## config.mk

```make
export PLATFORM = sky130hd
export DESIGN_NAME = tile_layer
export DESIGN_NICKNAME = d
export VERILOG_FILES = /design/src/rtl/tile_layer.sv
export SDC_FILE = /design/constraint.sdc
export NUM_CORES = 1
export LEC_CHECK = 0
export CELL_PAD_IN_SITES_DETAIL_PLACEMENT = 1
export CELL_PAD_IN_SITES_GLOBAL_PLACEMENT = 2
export CORE_ASPECT_RATIO = 0.9
export CORE_UTILIZATION = 27
export CTS_BUF_LIST = sky130_fd_sc_hd__clkbuf_16
export DETAILED_ROUTE_END_ITERATION = 10
export GPL_TIMING_DRIVEN = 0
export HOLD_SLACK_MARGIN = 0.03
export PLACE_DENSITY_LB_ADDON = 0.1
export SYNTH_ARGS = -nofsm -noshare
export SYNTH_HDL_FRONTEND = slang
export SYNTH_SLANG_ARGS = --single-unit
```

## constraint.sdc

```tcl
create_clock -name i_clk -period 3.6 [get_ports i_clk]
set_input_delay 0.72 -clock i_clk [delete_from_list [all_inputs] [get_ports i_clk]]
set_output_delay 0.72 -clock i_clk [all_outputs]
set_load 0.02 [all_outputs]
```

## src/rtl/tile_layer.sv

```systemverilog
// Tile-map layer renderer: scrolls the pixel coordinate, fetches the tile index from the
// generator RAM, then fetches the (mirrored/rotated) texel from the tile ROM.
module tile_layer #(
  parameter int unsigned TILE_SHIFT  = 2,
  parameter int unsigned MAP_COLS    = 120,
  parameter int unsigned X_W         = 9,
  parameter int unsigned IDX_W       = 6,
  parameter int unsigned COLOR_W     = 24,
  parameter int unsigned GEN_AW      = 13,
  parameter int unsigned MEM_LAT     = 1,
  parameter int unsigned TRANSPARENT = (1 << IDX_W) - 1,
  parameter int unsigned ROM_AW      = IDX_W + 2 * TILE_SHIFT
) (
  input  logic               i_clk,
  input  logic               i_rst_n,
  input  logic               i_lcd_clk,
  input  logic [X_W-1:0]     i_x,
  input  logic [X_W-1:0]     i_y,
  input  logic [X_W-1:0]     i_scroll_x,
  input  logic [X_W-1:0]     i_scroll_y,
  input  logic [1:0]         i_rotate,
  input  logic               i_mirror,
  input  logic [IDX_W-1:0]   i_gen_data,
  input  logic [COLOR_W-1:0] i_rom_data,
  input  logic               i_overrun_clr,
  output logic [GEN_AW-1:0]  o_gen_addr,
  output logic [ROM_AW-1:0]  o_rom_addr,
  output logic [COLOR_W-1:0] o_color,
  output logic               o_layer_active,
  output logic               o_pixel_valid,
  output logic               o_busy,
  output logic               o_overrun
);

  localparam int unsigned TW = X_W - TILE_SHIFT;
  localparam int unsigned CW = (MEM_LAT > 1) ? $clog2(MEM_LAT) : 1;

  typedef enum logic [2:0] {StIdle, StGenAddr, StGenWait, StRomAddr, StRomWait, StOut} state_e;

  state_e                state;
  logic                  lcd_last;
  logic [X_W-1:0]        sx, sy;
  logic [1:0]            rot;
  logic                  mirror;
  logic                  transp;
  logic [CW-1:0]         cnt;

  logic                  lcd_edge;
  logic [TW-1:0]         tc_raw, tc, tr;
  logic [31:0]           gen_full;
  logic [TILE_SHIFT-1:0] u, v, u_m, col, row;
  logic [ROM_AW-1:0]     rom_next;

  assign lcd_edge = i_lcd_clk & ~lcd_last;
  assign o_busy   = (state != StIdle);

  // Single conditional subtract wraps the tile column onto the map width.
  assign tc_raw   = sx[X_W-1:TILE_SHIFT];
  assign tc       = (32'(tc_raw) >= MAP_COLS) ? TW'(32'(tc_raw) - MAP_COLS) : tc_raw;
  assign tr       = sy[X_W-1:TILE_SHIFT];
  assign gen_full = 32'(tr) * MAP_COLS + 32'(tc);

  // T-1-n is the bitwise inverse for a TILE_SHIFT-bit local coordinate.
  assign u   = sx[TILE_SHIFT-1:0];
  assign v   = sy[TILE_SHIFT-1:0];
  assign u_m = mirror ? ~u : u;

  always_comb begin
    col = u_m;
    row = v;
    case (rot)
      2'd0: begin col = u_m; row = v;    end
      2'd1: begin col = v;   row = ~u_m; end
      2'd2: begin col = ~u_m; row = ~v;  end
      2'd3: begin col = ~v;  row = u_m;  end
      default: ;
    endcase
  end

  assign rom_next = {i_gen_data, row, col};

  always_ff @(posedge i_clk or negedge i_rst_n) begin
    if (!i_rst_n) begin
      state          <= StIdle;
      lcd_last       <= 1'b1;
      sx             <= '0;
      sy             <= '0;
      rot            <= '0;
      mirror         <= 1'b0;
      transp         <= 1'b0;
      cnt            <= '0;
      o_gen_addr     <= '0;
      o_rom_addr     <= '0;
      o_color        <= '0;
      o_layer_active <= 1'b0;
      o_pixel_valid  <= 1'b0;
      o_overrun      <= 1'b0;
    end else begin
      lcd_last      <= i_lcd_clk;
      o_pixel_valid <= 1'b0;
      if (lcd_edge && state != StIdle) begin
        o_overrun <= 1'b1;
      end else if (i_overrun_clr) begin
        o_overrun <= 1'b0;
      end
      case (state)
        StIdle: begin
          if (lcd_edge) begin
            sx     <= i_x + i_scroll_x;
            sy     <= i_y + i_scroll_y;
            rot    <= i_rotate;
            mirror <= i_mirror;
            state  <= StGenAddr;
          end
        end
        StGenAddr: begin
          o_gen_addr <= gen_full[GEN_AW-1:0];
          cnt        <= '0;
          state      <= StGenWait;
        end
        StGenWait: begin
          if (cnt == CW'(MEM_LAT - 1)) state <= StRomAddr;
          else                         cnt   <= cnt + 1'b1;
        end
        StRomAddr: begin
          transp <= (i_gen_data == IDX_W'(TRANSPARENT));
          if (i_gen_data != IDX_W'(TRANSPARENT)) o_rom_addr <= rom_next;
          cnt   <= '0;
          state <= StRomWait;
        end
        StRomWait: begin
          if (cnt == CW'(MEM_LAT - 1)) state <= StOut;
          else                         cnt   <= cnt + 1'b1;
        end
        StOut: begin
          o_color        <= transp ? '0 : i_rom_data;
          o_layer_active <= ~transp;
          o_pixel_valid  <= 1'b1;
          state          <= StIdle;
        end
        default: state <= StIdle;
      endcase
    end
  end

endmodule

```

==> results of run 1 <==
[state kept, by name, summed over array words and instances (netlist names)]
signal	count
sx	9
rot	2
o_overrun	1
state	3
o_pixel_valid	1
o_rom_addr	10
transp	1
lcd_last	1
mirror	1
sy	9
o_layer_active	1
o_color	24
o_gen_addr	13
[worst register-to-register path, stage by stage, from the launching register on]
cell and delay (ps):
dfrtp_2 420, fa_1 520, fa_1 540, inv_1 60, fa_2 520, inv_2 40, ha_4 250, inv_2 40
o21bai_4 110, nand4_1 160, or3_4 440, and3_4 160, o31ai_2 160
[metrics by stage]
| step | cells | power [uW] | hold WS [ps] | worst slack (ps) |
|---|---|---|---|---|
| after floorplan | 489 | 4822 | 424.4 | 124.8 |
| after global placement | 823 | 6204 | 456.6 | -1071 |
| after detailed placement | 824 | 6333 | 459.3 | -221.8 |
| after CTS | 848 | 7706 | 229.4 | -48.61 |
| after global routing | 850 | 8827 | 234.8 | -56.97 |
| final | 850 | 8030 | 236.4 | 81.11 |
[per-layer routing]
metal  vias to the layer above  wire (um)
li1                       1912          -
met1                      1823       5755
met2                        86       5494
met3                        10        526
met4                         0        146
met5                         -          0
[cells by family after synthesis]
family / count (synthesis) / share of synthesized area (%)
xor gates and xnor gates: 33 / 6.235
muxes: 9 / 2.132
adders and majority gates: 47 / 14.95
and+or+nand+nor: 159 / 16.41
buffers and inverters: 59 / 5.587
DFF: 76 / 41.05
AOI/OAI and AO/OA: 106 / 13.63
[worst min-delay path by stage]
stage	slack (ps)	cells past startpoint	to
after detailed placement	460	2	o_gen_addr[8]
final	240	1	o_color[4]
after global placement	460	2	o_gen_addr[8]
after global routing	230	1	o_color[4]
after floorplan	420	0	mirror
after CTS	230	1	o_color[4]
[final cells by class]
type / instances / area, sq um / share of cell area (%)
buffer: 19 / 108.9 / 1.650
sequential: 76 / 1907 / 28.90
clock buffer: 9 / 225.2 / 3.414
clock inverter: 7 / 35.03 / 0.5310
tap: 211 / 264.0 / 4.002
multi-input combinational: 354 / 2576 / 39.05
timing repair buffer: 134 / 1331 / 20.18
inverter: 40 / 150.1 / 2.276
[power by group through the flow]
stage               registers, uW  logic [uW]  clock network (uW)
detailed placement           1550        4780                   0
global route                 1580        6370                 867
global placement             1520        4680                   0
floorplan                    1810        3010                   0
CTS                          1540        5340                 833
finish                       1520        5710                 798
[layout by cell type (no fill, tap or decap), types with 14 or more instances in the layout]
master and n:
clkdlybuf4s50_1 122, nand2_1 87, dfrtp_1 72, o21ai_0 64, inv_1 35, ha_1 30, nand2b_1 29, xnor2_1 20
clkbuf_1 14
[timing repair]
item / CTS / global route
setup endpoints to repair: 1 / 2
gates resized for setup: 15 / 13
buffers inserted: 8 / 2
pin swaps: 9 / 12
==> flow_summary.yaml, run 1 <==
cells_and_area:
  drive_gt1_share_pct: 10.95
  area_delta_synth_final_pct: 42.32
  fillers: 1914
  num_antenna_cells: 0
  design_area_sq_mm: 0.006598
  nets: 754
  fin_util_pct: 39.19
die:
  die_w_um: 140.1
  num_rows: 45
  die_h_um: 126.3
  fp.coreArea_sq_mm: 0.01683
  die_area_sq_mm: 0.01770
  ioPinCount: 124
  start_util_pct: 27.54
hold_path:
  holdCritPathClass: "primary input to asynchronous set/reset pin"
global_routing:
  grt_max_degree: 64
  grt-ovfl-total: 0
  grt_pass1_vias: 4116
  grt_busiest_layer: "met2"
  grt_use_met3_pct: 3.662
  grt_util_met2_pct: 23.91
  grt_pass1_wl_um: 19950
  antenna_found_initial: 0
  grtUsageTotal_pct: 14.37
  grtUsageMet1_pct: 18.31
sta:
  fin_setup_tns_ps: 0
  fmaxAchievable_ghz: 0.2842
  clock_skew_ps: 8.963
  finalSetupViolations: 0
  finalCritPeriodShare_pct: 97.75
  slew_violations: 0
  worst_pin_slew_ps: 610.3
  fin_crit_ps: 3519
  hold_viol: 0
  rsz0062_at_grt: "true"
  slew_headroom_pct: 59.23
logic_synthesis:
  yosys_warnings: 0
  synth_top_cell_area_share_pct: 40.49
  yosysSeqAreaShare_pct: 41.05
  syn_area_per_cell_sq_um: 9.480
  synth.area.top_cells: "dfrtp_1 40%, ha_1 8.9%, o21ai_0 7.2%"
  syn_nets: 609
  yosys.area.top_type: "dfrtp_1"
  async_flop_share_pct: 100.0
  yosysMostFrequentCell: "nand2_1"
  ys_ff_latch: 76
  synthTopCellsByCount: "87 x nand2_1, 75 x dfrtp_1, 67 x o21ai_0, 40 x inv_1, 33 x ha_1"
  synth_area_sq_mm: 0.004636
  synth_edf_count: 0
  synthFlopType: "dfrtp_1"
  synth_cells: 489
  synth_cell_types: 46
clock_tree:
  cts_htree_levels: 3
  cts_made_buffers: 9
  cts_tree: "built"
  worst_skew_pair.late_latency_ps: 340
  clkSinkCount: 76
  clk_path_buf_depth: 2
  root_buffer: "clkbuf_16"
  clkTransAtPathRegs_ps: 60
  cts_hold_buf: 0
detailed_routing:
  first_pass_iters: 4
  wl_per_cell_um: 14.03
  drt_iter0_markers: 131
  drc_errors: 0
  vias_per_cell: 4.507
  ant_nets: 0
  vias: 3831
  detail_route.wirelength_um: 11920
setup_path:
  cp_max_fo: 3
  critPathLaunch: "sy[2]"
  arrival_ps: 3770
  cp.required_ps: 3850
  crit_type: "flop to flop"
  cpPeakStageDelay_ps: 540
  ff2ff_setup_slack_ps: 80
  critPathLaunchType: "flop"
  r2r_cells: 12
  critPathBufInv: 3
  critical_path_depth: 12
  end_kind: "flop"
  endpoint: "o_gen_addr[12]"
  worstReg2RegEnd: "o_gen_addr[12]"
  slowest_stage: "fa_1"
  path_cells: "fa_1, fa_1, inv_1, fa_2, inv_2, ha_4, inv_2, o21bai_4, nand4_1, or3_4, and3_4, o31ai_2"
  cpLargestDelayFamily: "adder cells"
  rr_startpoint: "sy[2]"
pwr:
  sw_frac_of_total_pct: 43.87
  p_comb_share_pct: 71.1
  switchingPower_uw: 3523
  internal-power_uw: 4507
  power_frac_seq_pct: 19.0
  power_leakage_uw: 0.002981
  peakVddDrop_v: 0.0005941
  clockPowerShare_pct: 9.9
  power.density_mw_per_mm2: 1217
placement:
  gp_congestion: 0.7347
  io_buffers: 123
  hpwl_um: 9397
  dpl_cell_area_sq_mm: 0.006156
run_status:
  status: "completed"
job:
  maxCapViolCount: 0
Note: power is estimated with default switching activity, not from simulation.
==> run 2: changes to the inputs <==
--- a/config.mk
+++ b/config.mk
@@ -8,10 +8,11 @@
 export CELL_PAD_IN_SITES_DETAIL_PLACEMENT = 1
 export CELL_PAD_IN_SITES_GLOBAL_PLACEMENT = 2
 export CORE_ASPECT_RATIO = 0.9
+export CORE_MARGIN = 2
 export CORE_UTILIZATION = 27
 export CTS_BUF_LIST = sky130_fd_sc_hd__clkbuf_16
 export DETAILED_ROUTE_END_ITERATION = 10
-export GPL_TIMING_DRIVEN = 0
+export GPL_TIMING_DRIVEN = 1
 export HOLD_SLACK_MARGIN = 0.03
 export PLACE_DENSITY_LB_ADDON = 0.1
 export SYNTH_ARGS = -nofsm -noshare
==> run 2 against run 1 <==
Net effect: global-route usage fell by 0.99 points; flip-flop and latch count unchanged; critical path depth is 1 lower; via count is 2.6% lower; final area decreased by 1.0%; worst setup slack better by 7.9 ps; clock-buffer cell count did not move; die area rose by 3.0%; clock skew grew 5.3 ps; final cell count decreased by 1.2%; sequential share of layout area rose by 0.26 points; wire length is 2.6% lower.
==> flow_summary.yaml, run 2 (synthesis results as in run 1) <==
clock_tree:
  cts_tree: "built"
  clkTransAtPathRegs_ps: 60
  root_buffer: "clkbuf_16"
  worst_skew_pair.late_latency_ps: 340
  clk_path_buf_depth: 2
  cts_htree_levels: 3
  clkSinkCount: 76
  cts_made_buffers: 9
  cts_hold_buf: 0
die:
  die_area_sq_mm: 0.01823
  ioPinCount: 124
  num_rows: 45
  fp.coreArea_sq_mm: 0.01683
  start_util_pct: 27.54
  die_h_um: 128.3
  die_w_um: 142.1
setup_path:
  slowest_stage: "fa_1"
  path_cells: "fa_1, fa_1, inv_2, fa_2, nand2b_4, a2111oi_2, a311oi_1, nand2b_1, or3_1, and3_1, o31ai_2"
  crit_type: "flop to flop"
  cp_max_fo: 4
  cpMostUsedCell: "fa_1"
  arrival_ps: 3760
  end_kind: "flop"
  cpPeakStageDelay_ps: 540
  critPathLaunchType: "flop"
  cp.required_ps: 3850
detailed_routing:
  vias_per_cell: 4.440
  first_pass_iters: 5
  vias: 3730
  route.met2.wl_um: 5292
  route.met3.wl_um: 585
  highest_layer: "met4"
  ant_nets: 0
  drt_iter0_markers: 98
  wl_per_cell_um: 13.82
  detail_route.wirelength_um: 11610
  wl_met1_um: 5565
  drc_errors: 0
sta:
  slew_headroom_pct: 34.09
  fin_crit_ps: 3511
  fmaxAchievable_ghz: 0.2848
  hold_viol: 0
  worst_pin_slew_ps: 988.7
  finalSetupViolations: 0
  clock_skew_ps: 14.24
  rsz0062_at_grt: "true"
  finalCritPeriodShare_pct: 97.53
  slew_violations: 0
placement:
  hpwl_um: 8994
  gp_congestion: 0.7489
  dpl_cell_area_sq_mm: 0.006110
  io_buffers: 123
job:
  maxCapViolCount: 0
cells_and_area:
  nets: 744
  mostFrequentLayoutCell: "clkdlybuf4s50_1"
  num_antenna_cells: 0
  final_cell_mix: "122 x clkdlybuf4s50_1, 87 x nand2_1, 74 x dfrtp_1"
  design_area_sq_mm: 0.006530
  drive_gt1_share_pct: 10.97
  reg_top3: "o_color (24), o_gen_addr (13), o_rom_addr (10)"
  regMostFlops: "o_color"
  fillers: 1928
  area_delta_synth_final_pct: 40.86
  largest_reg_flops: 24
global_routing:
  grt_max_degree: 77
  grt_pass1_wl_um: 19380
  grt-ovfl-total: 0
  grt_pass1_vias: 3989
  grtUsageTotal_pct: 13.38
  antenna_found_initial: 0
hold_path:
  holdCritPathClass: "flop to flop"
run_status:
  status: "completed"
-- run 2: area by class of cell --
type | count | area (sq um) | share of cell area, %
Clock buffer | 9 | 225.2 | 3.449
Clock inverter | 7 | 51.30 | 0.7856
Inverter | 40 | 152.6 | 2.338
Multi-Input combinational cell | 354 | 2554 | 39.11
Sequential cell | 76 | 1904 | 29.16
Tap cell | 211 | 264.0 | 4.043
Timing Repair Buffer | 143 | 1379 | 21.12
-- run 2: stage by stage --
step / setup slack (ps) / utilization, % / setup TNS [ps] / instances / hold WS [ps]
final: 89.02 / 38.79 / 0 / 840 / 474.1
after CTS: 26.72 / 38.32 / 0 / 839 / 482.2
after global placement: 48.97 / 36.29 / 0 / 816 / 457.9
after global routing: -96.39 / 38.79 / -145.2 / 840 / 502.7
after detailed placement: -50.65 / 36.29 / -50.65 / 816 / 468.1
after floorplan: 124.8 / - / 0 / 489 / 424.4
-- run 2: routing by layer --
layer  track usage, %  vias to the layer above
met5                0                        -
met4            4.471                        0
met3            3.810                       12
met2            21.45                       87
met1            17.44                     1746
li1                 -                     1885
-- run 2: final timing paths --
path / start / end / slack, ps / cells past startpoint
max: sy[4] / o_gen_addr[12] / 90 / 11
min: o_gen_addr[8] / o_gen_addr[8] / 470 / 2
max reg2reg: sy[4] / o_gen_addr[12] / 90 / 11
min reg2reg: o_gen_addr[8] / o_gen_addr[8] / 470 / 2
max in group asynchronous: i_rst_n / sy[4] / 2360 / 1
min in group asynchronous: i_rst_n / o_gen_addr[11] / 530 / 1
-- run 2: critical path: cells and delay by family (launching register included) --
kind,cells,cell delay (ps)
buf+inv,1,50
flops,1,440
simple gates,4,880
fa+ha+maj,3,1400
compound gates,3,640
-- run 2: repair_timing --
| action | 4_1_cts | 5_1_grt |
|---|---|---|
| setup buffers | 8 | 1 |
| resized for setup | 4 | 15 |
| pin swaps | 8 | 11 |
| setup endpoints to repair | 1 | 2 |
Power of run 2 is not shown: default switching activity piles up to over one toggle a cycle in this logic, so the estimate is an artifact.
==> run 3: changes to the inputs <==
--- a/config.mk
+++ b/config.mk
@@ -15,6 +15,7 @@
 export GPL_TIMING_DRIVEN = 1
 export HOLD_SLACK_MARGIN = 0.03
 export PLACE_DENSITY_LB_ADDON = 0.1
+export SLEW_MARGIN = 20
 export SYNTH_ARGS = -nofsm -noshare
 export SYNTH_HDL_FRONTEND = slang
 export SYNTH_SLANG_ARGS = --single-unit
==> run 3 against run 2 <==
Net effect: non-clock buffer count increased by 1; global-route usage unchanged; wire length up 0.14%; clock-buffer cell count unchanged.
==> flow_summary.yaml, run 3 (synthesis results as in run 1) <==
run_status:
  status: "completed"
cells_and_area:
  mostFrequentLayoutCell: "clkdlybuf4s50_1"
  fin_cells: 841
  num_antenna_cells: 0
  nets: 745
  reg_top3: "o_color (24), o_gen_addr (13), o_rom_addr (10)"
  area_delta_synth_final_pct: 41.46
  final_cell_mix: "122 x clkdlybuf4s50_1, 87 x nand2_1, 74 x dfrtp_1"
  regMostFlops: "o_color"
  largest_reg_flops: 24
  drive_gt1_share_pct: 11.11
clock_tree:
  cts_made_buffers: 9
  root_buffer: "clkbuf_16"
  clkTransAtPathRegs_ps: 60
  cts_htree_levels: 3
  clk_path_buf_depth: 2
  cts_hold_buf: 0
  cts_tree: "built"
  clkSinkCount: 76
  worst_skew_pair.late_latency_ps: 340
placement:
  dp_cells: 816
  gp_congestion: 0.7489
  io_buffers: 123
  hpwl_um: 8994
setup_path:
  cp.required_ps: 3850
  slowest_stage: "fa_1"
  cp_max_fo: 4
  critPathLaunchType: "flop"
  cpLargestDelayFamily: "adder cells"
  cpMostUsedCell: "fa_1"
  arrival_ps: 3760
  crit_type: "flop to flop"
  cpPeakStageDelay_ps: 540
  end_kind: "flop"
  r2r_cells: 11
  path_cells: "fa_1, fa_1, inv_2, fa_2, nand2b_4, a2111oi_2, a311oi_1, nand2b_1, or3_1, and3_1, o31ai_2"
  critPathBufInv: 1
  critical_path_depth: 11
die:
  fp.coreArea_sq_mm: 0.01683
  start_util_pct: 27.54
  ioPinCount: 124
  die_area_sq_mm: 0.01823
  die_h_um: 128.3
  num_rows: 45
  die_w_um: 142.1
detailed_routing:
  drt_iter0_markers: 125
  first_pass_iters: 4
  wl_per_cell_um: 13.82
  vias_per_cell: 4.427
  vias: 3723
  detail_route.wirelength_um: 11630
  ant_nets: 0
  drc_errors: 0
sta:
  holdWs_ps: 275.7
  clock_skew_ps: 12.78
  finalSetupViolations: 0
  worst_pin_slew_ps: 645.3
  fin_crit_ps: 3507
  rsz0062_at_grt: "true"
  slew_headroom_pct: 56.88
  fmaxAchievable_ghz: 0.2851
  hold_viol: 0
  finalCritPeriodShare_pct: 97.43
  slew_violations: 0
hold_path:
  holdCritPathClass: "primary input to asynchronous set/reset pin"
global_routing:
  grtUsageTotal_pct: 13.38
  antenna_found_initial: 0
  grt_max_degree: 77
  grt-ovfl-total: 0
  grt_pass1_vias: 3989
  grt_pass1_wl_um: 19380
job:
  maxCapViolCount: 0
run 3: cell types whose count changed in the layout (fill, tap and decap cells not counted):
cell,previous run,this run
buf_16,0,1
run 3: what timing repair did:
item | CTS | global route
setup buffers | 8 | 1
cloned | 0 | 0
pin swaps | 8 | 11
setup endpoints to repair | 1 | 2
resized for setup | 4 | 15
run 3: layout make-up:
class / count / area [sq um]
inverters: 40 / 152.6
flip-flops and latches: 76 / 1904
repair buffers: 144 / 1406
clock inverters: 7 / 51.30
multi-input cells: 354 / 2554
well taps: 211 / 264.0
clock buffers: 9 / 225.2
fillers: 1926 / 10280
run 3: path summary, 6_finish.rpt:
kind                                    start        endpoint  slack, ps
max in group asynchronous             i_rst_n        lcd_last       2700
worst max-delay path                    sy[4]  o_gen_addr[12]         90
worst max register to register          sy[4]  o_gen_addr[12]         90
worst min-delay path                  i_rst_n      o_color[7]        280
worst min register to register  o_gen_addr[8]   o_gen_addr[8]        470
min in group i_clk              o_gen_addr[8]   o_gen_addr[8]        470
run 3: metrics by stage:
stage / instance area [sq um] / setup TNS [ps] / util (%) / worst slack (ps)
global placement: 6110 / 0 / 36.29 / 48.97
floorplan: 4636 / 0 / - / 124.8
detailed placement: 6110 / -50.65 / 36.29 / -50.65
global route: 6558 / -145.2 / 38.95 / -96.39
CTS: 6451 / 0 / 38.32 / 26.72
finish: 6558 / 0 / 38.95 / 92.59
run 3: worst reg2reg max path, stage by stage, from the launching register on:
cell	delay [ps]
dfrtp_2	440
fa_1	520
fa_1	540
inv_2	50
fa_2	340
nand2b_4	160
a2111oi_2	320
a311oi_1	120
nand2b_1	190
or3_1	370
and3_1	160
o31ai_2	200
run 3: layer usage:
metal | vias to the layer above | routed length (um) | GRT usage (%)
met2 | 87 | 5278 | 21.45
li1 | 1888 | - | -
met1 | 1736 | 5565 | 17.44
met5 | - | 0 | 0
met3 | 12 | 588 | 3.810
met4 | 0 | 194 | 4.471
Power of run 3 is left out for the same reason.
